==> config.mk <==
export PLATFORM = sky130hd
export DESIGN_NAME = rv_deserializer
export DESIGN_NICKNAME = d
export VERILOG_FILES = /design/src/rtl/rv_misc_pkg.sv /design/src/rtl/rv_counter.sv /design/src/rtl/rv_deserializer.sv
export SDC_FILE = /design/constraint.sdc
export NUM_CORES = 1
export LEC_CHECK = 0
export CAP_MARGIN = 15
export CORE_UTILIZATION = 45
export CTS_BUF_LIST = sky130_fd_sc_hd__clkbuf_8 sky130_fd_sc_hd__clkbuf_16
export DETAILED_ROUTE_END_ITERATION = 7
export GPL_TIMING_DRIVEN = 1
export PLACE_DENSITY = 0.74
export SLEW_MARGIN = 10
export SYNTH_ARGS = -nofsm -noshare
export SYNTH_HDL_FRONTEND = slang
export SYNTH_SLANG_ARGS = --single-unit
==> constraint.sdc <==
create_clock -name clk -period 1.5 [get_ports clk]
set_input_delay 0.3 -clock clk [delete_from_list [all_inputs] [get_ports clk]]
set_output_delay 0.3 -clock clk [all_outputs]
set_load 0.005 [all_outputs]
==> src/rtl/rv_misc_pkg.sv <==
// rtl/rv_misc_pkg.sv - shared enums for the rv_* serial helpers
package rv_misc_pkg;

  typedef enum logic {
    RV_DESER_ALIGN = 1'b0,
    RV_DESER_SHIFT = 1'b1
  } rv_deserializer_state_t;

endpackage

==> src/rtl/rv_counter.sv <==
// rtl/rv_counter.sv - loadable wrap-at-max counter with completion strobe
module rv_counter #(
  parameter int WIDTH = 4
) (
  input  logic             clk,
  input  logic             rst,
  input  logic             enable,
  input  logic             load_enable,
  input  logic [WIDTH-1:0] load_value,
  input  logic [WIDTH-1:0] max,
  output logic [WIDTH-1:0] count,
  output logic             complete
);

  logic [WIDTH-1:0] r_count;

  // A load overrides counting, so a completion is never reported on a load cycle.
  assign complete = enable && !load_enable && (r_count == max);
  assign count    = r_count;

  // Count register: load has priority, otherwise step and wrap to zero at max.
  always_ff @(posedge clk) begin
    if (rst) begin
      r_count <= '0;
    end else if (load_enable) begin
      r_count <= load_value;
    end else if (enable) begin
      r_count <= complete ? '0 : r_count + 1'b1;
    end
  end

endmodule

==> src/rtl/rv_deserializer.sv <==
// rtl/rv_deserializer.sv - framed MSB-first serial-to-parallel receiver with valid/ready output
module rv_deserializer
  import rv_misc_pkg::*;
#(
  parameter int WIDTH           = 8,
  parameter int ERR_COUNT_WIDTH = 8
) (
  input  logic                       clk,
  input  logic                       rst,
  input  logic                       bit_valid,
  input  logic                       bit_data,
  input  logic                       frame_start,
  output logic                       word_valid,
  input  logic                       word_ready,
  output logic [WIDTH-1:0]           word_data,
  output logic                       aligned,
  output logic                       overrun,
  output logic                       realign,
  output logic [ERR_COUNT_WIDTH-1:0] overrun_count,
  output logic [ERR_COUNT_WIDTH-1:0] realign_count
);

  localparam int IDX_W = $clog2(WIDTH);

  generate
    if (WIDTH < 2) begin : g_width_check
      $error("rv_deserializer: WIDTH must be at least 2");
    end
  endgenerate

  rv_deserializer_state_t r_state, w_state_next;

  // Only the low WIDTH-1 bits are kept; the final bit of a word comes straight from bit_data.
  logic [WIDTH-2:0]           r_shift;
  logic [WIDTH-1:0]           r_word;
  logic                       r_valid;
  logic                       r_overrun;
  logic                       r_realign;
  logic [ERR_COUNT_WIDTH-1:0] r_overrun_count;
  logic [ERR_COUNT_WIDTH-1:0] r_realign_count;

  logic             w_frame;
  logic             w_shift_bit;
  logic             w_complete;
  logic             w_realign;
  logic             w_consume;
  logic             w_overrun;
  logic [IDX_W-1:0] w_index;
  logic [WIDTH-1:0] w_word;

  assign w_frame     = bit_valid && frame_start;
  assign w_shift_bit = bit_valid && !frame_start && (r_state == RV_DESER_SHIFT);
  assign w_realign   = w_frame && (r_state == RV_DESER_SHIFT) && (w_index != '0);
  assign w_consume   = r_valid && word_ready;
  assign w_overrun   = w_complete && r_valid && !word_ready;
  assign w_word      = {r_shift, bit_data};

  rv_counter #(
    .WIDTH(IDX_W)
  ) u_index (
    .clk        (clk),
    .rst        (rst),
    .enable     (w_shift_bit),
    .load_enable(w_frame),
    .load_value (IDX_W'(1)),
    .max        (IDX_W'(WIDTH - 1)),
    .count      (w_index),
    .complete   (w_complete)
  );

  // State register.
  always_ff @(posedge clk) begin
    if (rst) r_state <= RV_DESER_ALIGN;
    else     r_state <= w_state_next;
  end

  // Next state: a framed bit aligns; once aligned the receiver streams indefinitely.
  always_comb begin
    w_state_next = r_state;
    if (w_frame) w_state_next = RV_DESER_SHIFT;
  end

  // Shifter: a framed bit restarts the word, an ordinary bit enters at the LSB.
  always_ff @(posedge clk) begin
    if (rst) begin
      r_shift <= '0;
    end else if (w_frame) begin
      r_shift <= (WIDTH-1)'(bit_data);
    end else if (w_shift_bit) begin
      r_shift <= (WIDTH-1)'({r_shift, bit_data});
    end
  end

  // Holding register: accept a completed word when empty or draining, otherwise drop it.
  always_ff @(posedge clk) begin
    if (rst) begin
      r_valid <= 1'b0;
      r_word  <= '0;
    end else if (w_complete && (!r_valid || word_ready)) begin
      r_valid <= 1'b1;
      r_word  <= w_word;
    end else if (w_consume) begin
      r_valid <= 1'b0;
    end
  end

  // Error pulses and saturating error counters.
  always_ff @(posedge clk) begin
    if (rst) begin
      r_overrun       <= 1'b0;
      r_realign       <= 1'b0;
      r_overrun_count <= '0;
      r_realign_count <= '0;
    end else begin
      r_overrun <= w_overrun;
      r_realign <= w_realign;
      if (w_overrun && (r_overrun_count != '1)) r_overrun_count <= r_overrun_count + 1'b1;
      if (w_realign && (r_realign_count != '1)) r_realign_count <= r_realign_count + 1'b1;
    end
  end

  assign word_valid    = r_valid;
  assign word_data     = r_word;
  assign aligned       = (r_state == RV_DESER_SHIFT);
  assign overrun       = r_overrun;
  assign realign       = r_realign;
  assign overrun_count = r_overrun_count;
  assign realign_count = r_realign_count;

endmodule

==> flow_summary.json, run 1 <==
{
  "status": "finished with violations",
  "violations": "setup timing",
  "drive_gt1_share_pct": 34.4,
  "yosys_most_used_dff": "dfxtp_1",
  "synth_cell_types": 39,
  "grt.total_usage_pct": 22.8,
  "firstDrtPassIters": 4,
  "synth_area_um2": 1680,
  "place_ws_ps": -518,
  "power_switching_mw": 0.424,
  "grt_pass1_vias": 1586,
  "yosys-top-cells-area": "dfxtp_1 (45%), mux2i_1 (6.6%), a21oi_1 (6.3%), nand2_1 (5.1%), nor2_1 (3.8%)",
  "drv_cap": 0,
  "antenna_found_initial": 0,
  "tightest_slew_ps": 357,
  "p_comb_share_pct": 5.2,
  "finalWirelength_um": 4320,
  "holdWs_ps": 459,
  "grt_setup_unrepaired": "yes",
  "die_area_um2": 3970,
  "worstSetupEndpointType": "register",
  "yosysWarnings": 0,
  "portBuffers": 33,
  "synth_common_cells": "dfxtp_1 (38), nand2_1 (23), a21oi_1 (21), nor2_1 (17), mux2i_1 (11)",
  "power_density_nw_per_um2": 726,
  "die_h_um": 63.0,
  "clock_latency_ps": 290,
  "cts_inserted_buffers": 5,
  "synth.net_count": 194,
  "crit_type": "reg2reg",
  "seqPwrFrac_pct": 55.2,
  "dr_total_vias": 1600,
  "worstPathRequired_ps": 1730,
  "clkPwrFrac_pct": 39.6,
  "synth_compound_area_share_pct": 14.6,
  "start_util_pct": 48.7,
  "avgSynthCellArea_um2": 9.16,
  "synth_edf_count": 0,
  "yosysTopAreaCellShare_pct": 45.4,
  "core-area_um2": 3440,
  "area_growth_pct": 51.8,
  "row_count": 21,
  "cts.sinks": 38,
  "grt_max_degree": 16,
  "top_level_ports": 34,
  "worst_slack_ps": -125,
  "cts_tree": "built",
  "netlist_instances": 183,
  "p_leak_nw": 0.981,
  "grt_pass1_wl_um": 7110,
  "cts-root-buf": "clkbuf_8",
  "slew_headroom_pct": 75.9,
  "cp.arrival_ps": 1850,
  "synth.area.mux_share_pct": 7.24,
  "hp-class": "reg2reg",
  "synth_top_family_by_area": "simple AND/OR/NAND/NOR gates",
  "yosys_register_bits": 38,
  "critPathMaxFanout": 7,
  "drtAntennaViolNets": 0,
  "final_nets": 260,
  "drtIter0Drc": 127,
  "crit_chain": "inv_2 -> ha_4 -> inv_4 -> o2111ai_4 -> buf_6 -> or4_4 -> a21oi_2",
  "yosysTopAreaCell": "dfxtp_1",
  "setup_viol": 13,
  "post-synth-top-count-cell": "dfxtp_1",
  "synth_xor_area_share_pct": 0.522,
  "finalNonFillerCells": 296,
  "ys_seq_area_share_pct": 45.4,
  "cp_slowest_cell": "or4_4",
  "fin_crit_ps": 1630,
  "antenna_cells": 0,
  "fin_crit_sh_pct": 108,
  "skew_ps": 4.96,
  "ir_drop_uv": 578,
  "critPathMaxStageDelay_ps": 420,
  "clock.fmax_mhz": 615,
  "synth_async_sr_flop_share_pct": 0,
  "drc": 0,
  "hold_viol": 0,
  "p_sw_share_pct": 22.9,
  "clk_pin_slew_ps": 70,
  "holdBufCountCts": 0,
  "wire_per_inst_um": 14.6,
  "gp_congestion": 0.765,
  "place_inst": 283,
  "finalMaxSlewViolations": 0,
  "die_x_um": 63.0,
  "synth_fa_ha_area_share_pct": 3.73,
  "synth-simple-area-share_pct": 24.8,
  "gr-total-overflow": 0,
  "cts_max_path_buffers": 2,
  "vias_per_cell": 5.41,
  "place_hpwl_um": 2860,
  "p_int_mw": 1.42,
  "htree_levels": 2,
  "cp-start-kind": "register"
}
## sequential cells by signal, indices dropped and copies added (netlist names)
| name | flops |
|---|---|
| realign | 1 |
| word_valid | 1 |
| realign_count | 8 |
| overrun_count | 8 |
| aligned | 1 |
| overrun | 1 |
| word_data | 8 |
| r_shift | 7 |
| u_index.count | 3 |
## per-stage QoR
stage | instance area, um2 | util (%) | power, mW | TNS [ps]
finish | 2540 | 73.9 | 1.85 | -648
global route | 2540 | 73.9 | 1.93 | -1770
CTS | 2490 | 72.3 | 1.86 | -646
detailed placement | 2270 | 66.0 | 1.13 | -10890
global placement | 2270 | 66.0 | 1.13 | -9490
floorplan | 1700 | - | 1.08 | 0
## final timing paths
check / end / cells after the start / slack (ps) / startpoint
worst max-delay path: realign_count[6] / 7 / -130 / u_index.count[0]
worst min-delay path: r_shift[6] / 2 / 460 / r_shift[6]
worst max register to register: realign_count[6] / 7 / -130 / u_index.count[0]
worst min register to register: r_shift[6] / 2 / 460 / r_shift[6]
## repair_timing
item / in CTS / in global routing
setup buffers: 5 / 1
gates resized for setup: 49 / 17
pin swaps: 15 / 14
endpoints found under the setup margin: 41 / 27
## worst max-delay path: cells and delay by family (launching register included)
| kind | cells | cell delay, ps |
|---|---|---|
| adder cells (fa/ha/maj) | 1 | 150 |
| AND/OR/NAND/NOR | 1 | 420 |
| flip-flops | 1 | 380 |
| AO/OA/AOI/OAI | 2 | 320 |
| buffers and inverters | 3 | 290 |
## final cells by class
cell class                      count  area (um2)
Tap cell                           46        57.6
Clock buffer                        6        82.6
Clock inverter                      2        12.5
Multi-Input combinational cell    133         997
Fill cell                         249         897
Sequential cell                    38         795
Inverter                            5        21.3
Timing Repair Buffer               66         579
## per-layer routing
layer | vias to the layer above | part of all wire [%] | track usage, %
li1 | 788 | - | -
met2 | 41 | 51 | 37.8
met5 | - | 0 | 0
met1 | 766 | 43 | 27.4
met3 | 5 | 4.1 | 6.57
met4 | 0 | 1.4 | 9.30
## power by group through the flow
| stage | Sequential, mW | Combinational (mW) | Clock [mW] |
|---|---|---|---|
| 3_5_place_dp | 1.05 | 0.0809 | 0 |
| 4_1_cts | 1.02 | 0.0905 | 0.746 |
| 5_1_grt | 1.02 | 0.103 | 0.805 |
| 3_3_place_gp | 1.05 | 0.0788 | 0 |
| 6_report | 1.02 | 0.0959 | 0.731 |
| 2_1_floorplan | 1.05 | 0.0380 | 0 |
## placed cells by master (no fill, tap or decap), types with 6 or more instances in the layout
master and instances:
buf_4 29, nand2_1 23, clkdlybuf4s50_1 19, dfxtp_1 19
a21oi_1 17, nor2_1 17, dfxtp_2 15, dlygate4sd2_1 13
mux2i_1 11, o21ai_0 7, nand3_1 6, clkbuf_8 6
## cells by family after synthesis
family	after synthesis
AND/OR/NAND/NOR	77
AO/OA/AOI/OAI	38
flip-flops	38
buffers and inverters	12
multiplexers	12
adder cells (fa/ha/maj)	5
XOR/XNOR	1
Note: power is estimated with default switching activity, not from simulation.
==> run 2: changes to the inputs <==
--- a/config.mk
+++ b/config.mk
@@ -9,6 +9,7 @@
 export CORE_UTILIZATION = 45
 export CTS_BUF_LIST = sky130_fd_sc_hd__clkbuf_8 sky130_fd_sc_hd__clkbuf_16
 export DETAILED_ROUTE_END_ITERATION = 7
+export GPL_ROUTABILITY_DRIVEN = 0
 export GPL_TIMING_DRIVEN = 1
 export PLACE_DENSITY = 0.74
 export SLEW_MARGIN = 10
==> results of run 2 <==
No change in the layout: final DEF, timing and power equal those of run 1.
==> run 3: changes to the inputs <==
--- a/config.mk
+++ b/config.mk
@@ -6,6 +6,7 @@
 export NUM_CORES = 1
 export LEC_CHECK = 0
 export CAP_MARGIN = 15
+export CORE_ASPECT_RATIO = 0.6
 export CORE_UTILIZATION = 45
 export CTS_BUF_LIST = sky130_fd_sc_hd__clkbuf_8 sky130_fd_sc_hd__clkbuf_16
 export DETAILED_ROUTE_END_ITERATION = 7
==> constraint.sdc (replaced) <==
create_clock -name clk -period 1.5 [get_ports clk]
set_input_delay 0.15 -clock clk [delete_from_list [all_inputs] [get_ports clk]]
set_output_delay 0.15 -clock clk [all_outputs]
set_load 0.005 [all_outputs]
==> flow_summary.json, run 3 (synthesis gave the netlist of run 1 again) <==
{
  "die_h_um": 49.3,
  "worstPathRequired_ps": 1660,
  "cts.sinks": 38,
  "slew_headroom_pct": 69.8,
  "finalMaxSlewViolations": 0,
  "clock_latency_ps": 290,
  "drive_gt1_share_pct": 30.3,
  "top_level_ports": 34,
  "p_leak_nw": 0.932,
  "cts_tree": "built",
  "finalWirelength_um": 4790,
  "cp.arrival_ps": 1760,
  "critPathMaxFanout": 6,
  "final_nets": 261,
  "grt_pass1_wl_um": 7680,
  "htree_levels": 2,
  "clk_pin_slew_ps": 80,
  "ir_drop_uv": 466,
  "hold_viol": 0,
  "holdBufCountCts": 0,
  "cts-root-buf": "clkbuf_8",
  "drtAntennaViolNets": 0,
  "drc": 0,
  "hp-class": "in2reg",
  "worstSetupEndpointType": "register",
  "clock.fmax_mhz": 624,
  "cts_max_path_buffers": 2,
  "wire_per_inst_um": 16.2,
  "firstDrtPassIters": 4,
  "skew_ps": 9.75,
  "mostFrequentLayoutCell": "clkdlybuf4s50_1",
  "setup_viol": 11,
  "rrSetupSlack_ps": -100,
  "final_cell_mix": "clkdlybuf4s50_1 (30), dfxtp_1 (29), buf_4 (28), nand2_1 (22), a21oi_1 (18)",
  "start_util_pct": 49.3,
  "power_density_nw_per_um2": 731,
  "grt_max_degree": 17,
  "status": "finished with violations",
  "die_x_um": 80.8,
  "place_hpwl_um": 3190,
  "worst_slack_ps": -103,
  "critPathMaxStageDelay_ps": 510,
  "drtIter0Drc": 191,
  "tightest_slew_ps": 447,
  "violations": "setup timing",
  "portBuffers": 33,
  "gr-total-overflow": 0,
  "core-area_um2": 3400,
  "p_total_mw": 1.86,
  "grt_pass1_vias": 1575,
  "grt_setup_unrepaired": "yes",
  "crit_type": "reg2reg",
  "fin_crit_ps": 1600,
  "grt.total_usage_pct": 25.6,
  "place_ws_ps": -365,
  "antenna_found_initial": 0,
  "die_area_um2": 3980,
  "fin_crit_sh_pct": 107,
  "area_growth_pct": 52.0,
  "cp-start-kind": "register",
  "vias_per_cell": 5.53,
  "row_count": 16,
  "dr_total_vias": 1637,
  "drv_cap": 0,
  "crit_chain": "inv_2 -> ha_4 -> inv_4 -> o2111ai_2 -> o41ai_1 -> a21oi_2",
  "cts_inserted_buffers": 5,
  "cp_slowest_cell": "o41ai_1",
  "antenna_cells": 0
}
run 3: routing by layer:
metal  GRT usage (%)  wire [um]
met1            33.7       2230
met2            41.0       2260
met3            7.66        243
met4            5.65         58
met5               0          0
run 3: final timing paths:
kind	startpoint	to	cells after the start
hold reg to reg	r_shift[6]	r_shift[6]	2
hold / removal	frame_start	aligned	3
setup reg to reg	u_index.count[1]	realign_count[7]	6
setup / recovery	u_index.count[1]	realign_count[7]	6
run 3: report_power, final:
part	total [mW]	internal [mW]	switching, mW
logic	0.107	0.0465	0.0601
registers	1.02	1.01	0.00835
clock network	0.735	0.365	0.370
total	1.86	1.42	0.438
run 3: worst max-delay path, delay by kind of cell, from the launching register on:
kind,cells,cell delay (ps)
adder cells (fa/ha/maj),1,160
AO/OA/AOI/OAI,3,820
flip-flops,1,380
buffers and inverters,2,120
run 3: through the flow:
stage          TNS, ps  utilization [%]  instance area [um2]  hold WS (ps)  cells
2_1_floorplan        0                -                 1700           291    183
5_1_grt          -1510             74.9                 2550           475    296
4_1_cts           -212             72.9                 2480           442    295
6_report          -433             74.9                 2550           465    296
3_5_place_dp     -5990             66.8                 2270           459    284
3_3_place_gp     -5370             66.8                 2270           445    284
run 3: area by class of cell:
cell class	instances	area, um2
clock buffers	6	82.6
clock inverters	2	8.76
fillers	237	855
inverters	5	21.3
multi-input cells	134	1010
flip-flops and latches	38	777
well taps	45	56.3
repair buffers	66	597
run 3: what timing repair did:
| item | in CTS | in global routing |
|---|---|---|
| resized for setup | 28 | 15 |
| endpoints found under the hold margin | 0 | 0 |
| cloned | 1 | 0 |
| setup endpoints to repair | 18 | 22 |
| pin swaps | 13 | 8 |
| buffers inserted | 2 | 1 |
